### src/rtl/pipe_out_block_ctrl.sv
// Pipe-out block controller: bridges a block-ready FWFT FIFO to a host block-throttled
// pipe-out endpoint, enforcing exact BLOCK_LEN-word transfers and flagging faults.
module pipe_out_block_ctrl #(
  parameter int BLOCK_LEN = 1024,
  parameter int TIMEOUT   = 65535,
  parameter int CNT_W     = 11
) (
  input  logic        rd_clk,
  input  logic        rst,
  input  logic        fifo_rd_ready,
  input  logic        fifo_empty,
  input  logic [15:0] fifo_dout,
  output logic        fifo_rd_en,
  output logic        ep_ready,
  input  logic        ep_blockstrobe,
  input  logic        ep_read,
  output logic [15:0] ep_datain,
  input  logic        err_clr,
  output logic [15:0] block_count,
  output logic        underrun,
  output logic        timeout_err,
  output logic        proto_err
);

  localparam int IDLE_W = $clog2(TIMEOUT + 1);

  typedef enum logic [1:0] {
    S_IDLE,
    S_READY,
    S_XFER,
    S_DONE
  } state_t;

  state_t              state, state_nxt;
  logic [CNT_W-1:0]    word_cnt, word_cnt_nxt;
  logic [IDLE_W-1:0]   idle_cnt, idle_cnt_nxt;
  logic                ep_ready_nxt;

  logic in_xfer;
  logic last_word;
  logic stall_limit;
  logic block_done;
  logic underrun_set;
  logic timeout_set;
  logic proto_set;

  assign in_xfer     = (state == S_XFER);
  assign last_word   = (word_cnt == CNT_W'(BLOCK_LEN - 1));
  assign stall_limit = (idle_cnt == IDLE_W'(TIMEOUT - 1));

  assign block_done   = in_xfer & ep_read & last_word;
  assign timeout_set  = in_xfer & ~ep_read & stall_limit;
  assign underrun_set = in_xfer & ep_read & fifo_empty;
  // A read in the strobe cycle itself lands in READY and is therefore a violation.
  assign proto_set    = (ep_read & ~in_xfer) | (ep_blockstrobe & (state != S_READY));

  // Reads during underrun still count toward the block so host framing is preserved.
  assign fifo_rd_en = in_xfer & ep_read & ~fifo_empty;
  assign ep_datain  = fifo_empty ? 16'h0000 : fifo_dout;

  // NOTE: every output of this block gets a default first, so no path leaves a
  // variable unassigned and no latch is inferred.
  always_comb begin
    state_nxt    = state;
    word_cnt_nxt = word_cnt;
    idle_cnt_nxt = idle_cnt;
    unique case (state)
      S_IDLE: begin
        if (fifo_rd_ready) state_nxt = S_READY;
      end
      S_READY: begin
        if (ep_blockstrobe) begin
          state_nxt    = S_XFER;
          word_cnt_nxt = '0;
          idle_cnt_nxt = '0;
        end
      end
      S_XFER: begin
        if (ep_read) begin
          word_cnt_nxt = word_cnt + CNT_W'(1);
          idle_cnt_nxt = '0;
          if (last_word) state_nxt = S_DONE;
        end else if (stall_limit) begin
          state_nxt = S_DONE;
        end else begin
          idle_cnt_nxt = idle_cnt + IDLE_W'(1);
        end
      end
      S_DONE: begin
        state_nxt = S_IDLE;
      end
      default: state_nxt = S_IDLE;
    endcase
  end

  // Offered only while READY persists, so ep_ready never lingers into XFER.
  assign ep_ready_nxt = (state == S_READY) & (state_nxt == S_READY);

  // NOTE: sequential state uses non-blocking assignments so every register samples
  // the pre-edge values, independent of statement order.
  always_ff @(posedge rd_clk) begin
    if (rst) begin
      state       <= S_IDLE;
      word_cnt    <= '0;
      idle_cnt    <= '0;
      ep_ready    <= 1'b0;
      block_count <= '0;
      underrun    <= 1'b0;
      timeout_err <= 1'b0;
      proto_err   <= 1'b0;
    end else begin
      state       <= state_nxt;
      word_cnt    <= word_cnt_nxt;
      idle_cnt    <= idle_cnt_nxt;
      ep_ready    <= ep_ready_nxt;
      block_count <= block_count + 16'(block_done);
      // Set wins over a coincident clear.
      underrun    <= underrun_set | (underrun    & ~err_clr);
      timeout_err <= timeout_set  | (timeout_err & ~err_clr);
      proto_err   <= proto_set    | (proto_err   & ~err_clr);
    end
  end

endmodule

### config.mk
export PLATFORM = sky130hd
export DESIGN_NAME = pipe_out_block_ctrl
export DESIGN_NICKNAME = d
export VERILOG_FILES = /design/src/rtl/pipe_out_block_ctrl.sv
export SDC_FILE = /design/constraint.sdc
export NUM_CORES = 1
export LEC_CHECK = 0
export ABC_AREA = 0
export ABC_CLOCK_PERIOD_IN_PS = 2650
export BUFFER_PORTS_ARGS = -buffer_cell sky130_fd_sc_hd__buf_2
export CAP_MARGIN = 10
export CORE_UTILIZATION = 50
export CTS_CLUSTER_DIAMETER = 150
export DETAILED_ROUTE_END_ITERATION = 10
export GPL_TIMING_DRIVEN = 0
export PLACE_DENSITY = 0.75
export SETUP_SLACK_MARGIN = 0.5
export SYNTH_ARGS = -nofsm -noshare
export SYNTH_HDL_FRONTEND = slang
export SYNTH_SLANG_ARGS = --single-unit
### constraint.sdc
create_clock -name rd_clk -period 2.65 [get_ports rd_clk]
set_clock_uncertainty 0.15 [all_clocks]
set_input_delay 0.1325 -clock rd_clk [delete_from_list [all_inputs] [get_ports rd_clk]]
set_output_delay 0.1325 -clock rd_clk [all_outputs]
set_load 0.02 [all_outputs]
==> key figures <==
Place
  – Routability cong.: 0.7756
  – Cell Area, Placed: 2893 um2
  – Post-DP HPWL: 3878 um
  – Placed insts: 416
  – Port bufs: 57

Global route
  – M1 GR Usage: 0.2586
  – Global-route track usage on met2: 0.3697
  – Initial antenna violation count: 0
  – GRT busiest layer: met2
  – GRT Residual Overflow: 0
  – Total GRT Usage: 0.2114
  – Vias in the first global route: 1967
  – M3 GR Usage: 0.04583
  – First-pass GRT wire length: 8638 um
  – Largest net degree at the start of global routing: 15

Synthesis
  – Post-synth top area share: 0.3944
  – Synth Area in Simple Gates: 0.3099
  – Biggest area consumer among synthesized cells: dfxtp_1
  – YS warnings: 0
  – #FFs+latches synth: 49
  – Compound-cell area share of the yosys netlist: 0.08903
  – Synth area leaders: dfxtp_1 39%, nor2_1 7.2%, xor2_1 6.3%
  – Yosys cell types: 38
  – Post-synthesis mux area share: 0.008048
  – Xor and xnor area share after synthesis: 0.1162
  – Mapped Area: 2487 um2
  – Post-Syn Instances: 292
  – Top_reg_cell synth: dfxtp_1
  – Synth Area in Adders: 0.05030
  – Post-synth EDFFs: 0
  – Syn Nets: 325
  – Main combinational cell family by area after synthesis: simple AND/OR/NAND/NOR gates
  – Asr flop ratio synth: 0
  – Avg Synthesized Cell Area: 8.518 um2
  – Post-synthesis sequential area ratio: 0.3944

STA
  – Fin Hold WS: 0.02204 ns
  – Max transition margin: 0.5651
  – Minimum clock period: 2.192 ns
  – Setup_tns: 0 ns
  – Final hold viol count: 0
  – Final setup fails: 0
  – Fin crit share: 0.8273
  – RSZ-0062 raised after global routing: yes
  – Final max-slew violation count: 0
  – Least-Margin Pin Slew: 0.6510 ns
  – Max Clk Rate: 0.4561 GHz

Min path
  – Hold_sp: fifo_rd_ready
  – Hold Crit Class: input port to flop

Floorplanning
  – Initial core utilization: 0.5232
  – Chip Height: 72.53 um
  – I/O pins: 60
  – Die footprint: 5261 um2
  – Core area: 4755 um2
  – Row cnt: 25
  – Die Width: 72.53 um

Drt
  – Final WL: 5466 um
  – Avg Vias per Cell: 5.122
  – # DRC: 0
  – Initial drt markers: 77
  – DR pass1 iterations: 4
  – Vias: 2218
  – Post-route ant nets: 0
  – WL per Instance: 12.62 um

Critical path
  – Data arrival, critical path: 2.21 ns
  – CP max-delay cell: dfxtp_2
  – Max incr delay on CP: 0.33 ns
  – Crit. End Element: flop
  – CP Buf/Inv Count: 3
  – Critical path type: flop to flop
  – Worst-path fanout max: 5
  – Launch point of the worst reg-to-reg path: state[0]
  – CP startpoint: state[0]
  – Worst path required time: 2.67 ns
  – Setup crit start kind: flop
  – Crit path top cell by count: ha_4
  – CP delay by family, top: simple AND/OR/NAND/NOR gates
  – Reg2Reg Setup Slack: 0.46 ns
  – Crit path cell chain: inv_2, ha_4, buf_6, nand2_4, nor3b_2, and4_4, ha_4, and3_4, buf_8, nand4_1, xor2_1, nor2_1

Clocking
  – CTS tree: built
  – Root Driver: clkbuf_8
  – Cts bufs inserted: 5
  – Htree depth: 2
  – Clock sinks: 49
  – Worst-Skew Late Latency: 0.30 ns
  – Max clock buf depth: 2
  – Reg clk slew, reported paths: 0.09 ns

Power and ir drop
  – Clock Power Share: 0.295
  – Switching Power: 0.0004047 W
  – Logic pwr share: 0.174
  – Sequential Power Share: 0.531
  – Max rail drop VDD: 0.0003256 V
  – Sw Ratio: 0.2801
  – Pleak: 1.287 nW
  – Int Power: 0.001040 W
  – Power per Cell Area: 454.5 nW/um2

Cells and area
  – Multi-input combinational cell area: 1569 um2
  – N_diodes: 0
  – Nets: 398
  – Register area: 987.2 um2
  – Cell area after layout: 3179 um2
  – Final core occ: 0.6687
  – Non-Filler Instances: 433
  – P&R area growth vs syn: 27.82%
  – Share of cells above drive strength 1: 0.2951
  – # fillers: 421

Run
  – Max-Cap Viols: 0

Run status
  – Status: complete, no violations
==> worst paths after layout <==
check               endpoint  cells after the start
min                 state[1]                      4
max reg2reg  block_count[15]                     12
min reg2reg      timeout_err                      2
max          block_count[15]                     12
==> tightest hold or removal path, cell delays in order <==
cell and delay (ns):
buf_2 0.09, a21oi_1 0.06, o21ai_0 0.11, nor2_1 0.05
==> cell type report <==
type                            instances  share of cell area
Timing Repair Buffer                   66              0.1118
Tap cell                               67             0.02637
Sequential cell                        49              0.3105
Inverter                                9             0.01063
Buffer                                 11             0.02086
Clock buffer                            7             0.02401
Clock inverter                          1            0.002361
Multi-Input combinational cell        223              0.4935
==> layout by cell type, fill, tap and decap left out, types with 3 or more instances in the layout <==
master,netlist,routed
buf_4,0,8
and3_1,7,6
inv_1,9,8
nor2_1,48,47
dfxtp_1,49,46
nand4_1,10,10
a211oi_1,6,6
nand3_1,14,13
nor3_1,6,4
ha_1,10,5
xnor2_1,15,14
a21oi_1,9,9
clkbuf_1,7,8
buf_2,4,59
xor2_1,18,18
ha_4,0,4
nor2b_1,19,19
clkbuf_8,0,5
nand2_1,23,21
nor4_1,4,3
o21ai_0,4,4
==> metal layers <==
metal  part of all wire  up-vias  wire (um)
li1                   -     1133          -
met4              0.012        0         63
met5                  0        -          0
met3              0.045        6        244
met2               0.47       58       2573
met1               0.47     1021       2585
==> metrics by stage <==
step	setup slack, ns	power, W
after floorplan	0.5178	0.0009468
after global placement	0.2515	0.001007
after detailed placement	0.2345	0.001010
after CTS	0.4804	0.001449
after global routing	0.3368	0.001514
final	0.4576	0.001445
==> power groups by stage <==
stage          registers [W]  clock network (W)  logic [W]
2_1_floorplan       0.000785                  0   0.000162
5_1_grt             0.000769           0.000470   0.000275
3_3_place_gp        0.000783                  0   0.000224
3_5_place_dp        0.000783                  0   0.000227
6_report            0.000767           0.000426   0.000252
4_1_cts             0.000766           0.000440   0.000244
==> kinds of logic after synthesis <==
family,Yosys count
simple gates,148
flops,49
xor+xnor,33
compound gates,30
buf+inv,20
fa+ha+maj,10
mux,2
==> timing repair <==
item                                    in CTS  in global routing
pin swaps                                    4                  3
buffers inserted                             6                  2
hold buffers                                 1                  0
hold endpoints to repair                     1                  0
endpoints found under the setup margin      23                 29
gates cloned                                 0                  0
resized for setup                           15                 15
==> state kept, by name, summed over array words and instances (netlist names) <==
signal,count
word_cnt,11
timeout_err,1
state,2
ep_ready,1
proto_err,1
underrun,1
block_count,16
idle_cnt,16
==> synth_stat cells (all sizes together) (2+ instances only) <==
cell    instances
mux2i           2
dfxtp          49
and4            3
ha             10
nor3            7
nor4            5
and3            7
xor2           18
or3             2
nor2           48
buf             4
nand2b          2
nand2          24
nand4          11
nor2b          19
a22oi           2
clkbuf          7
a211oi          7
o21ai           4
xnor2          15
and2            4
a21oi           9
inv             9
nand3          14
o21bai          3
Power figures use the tool's default switching activity.
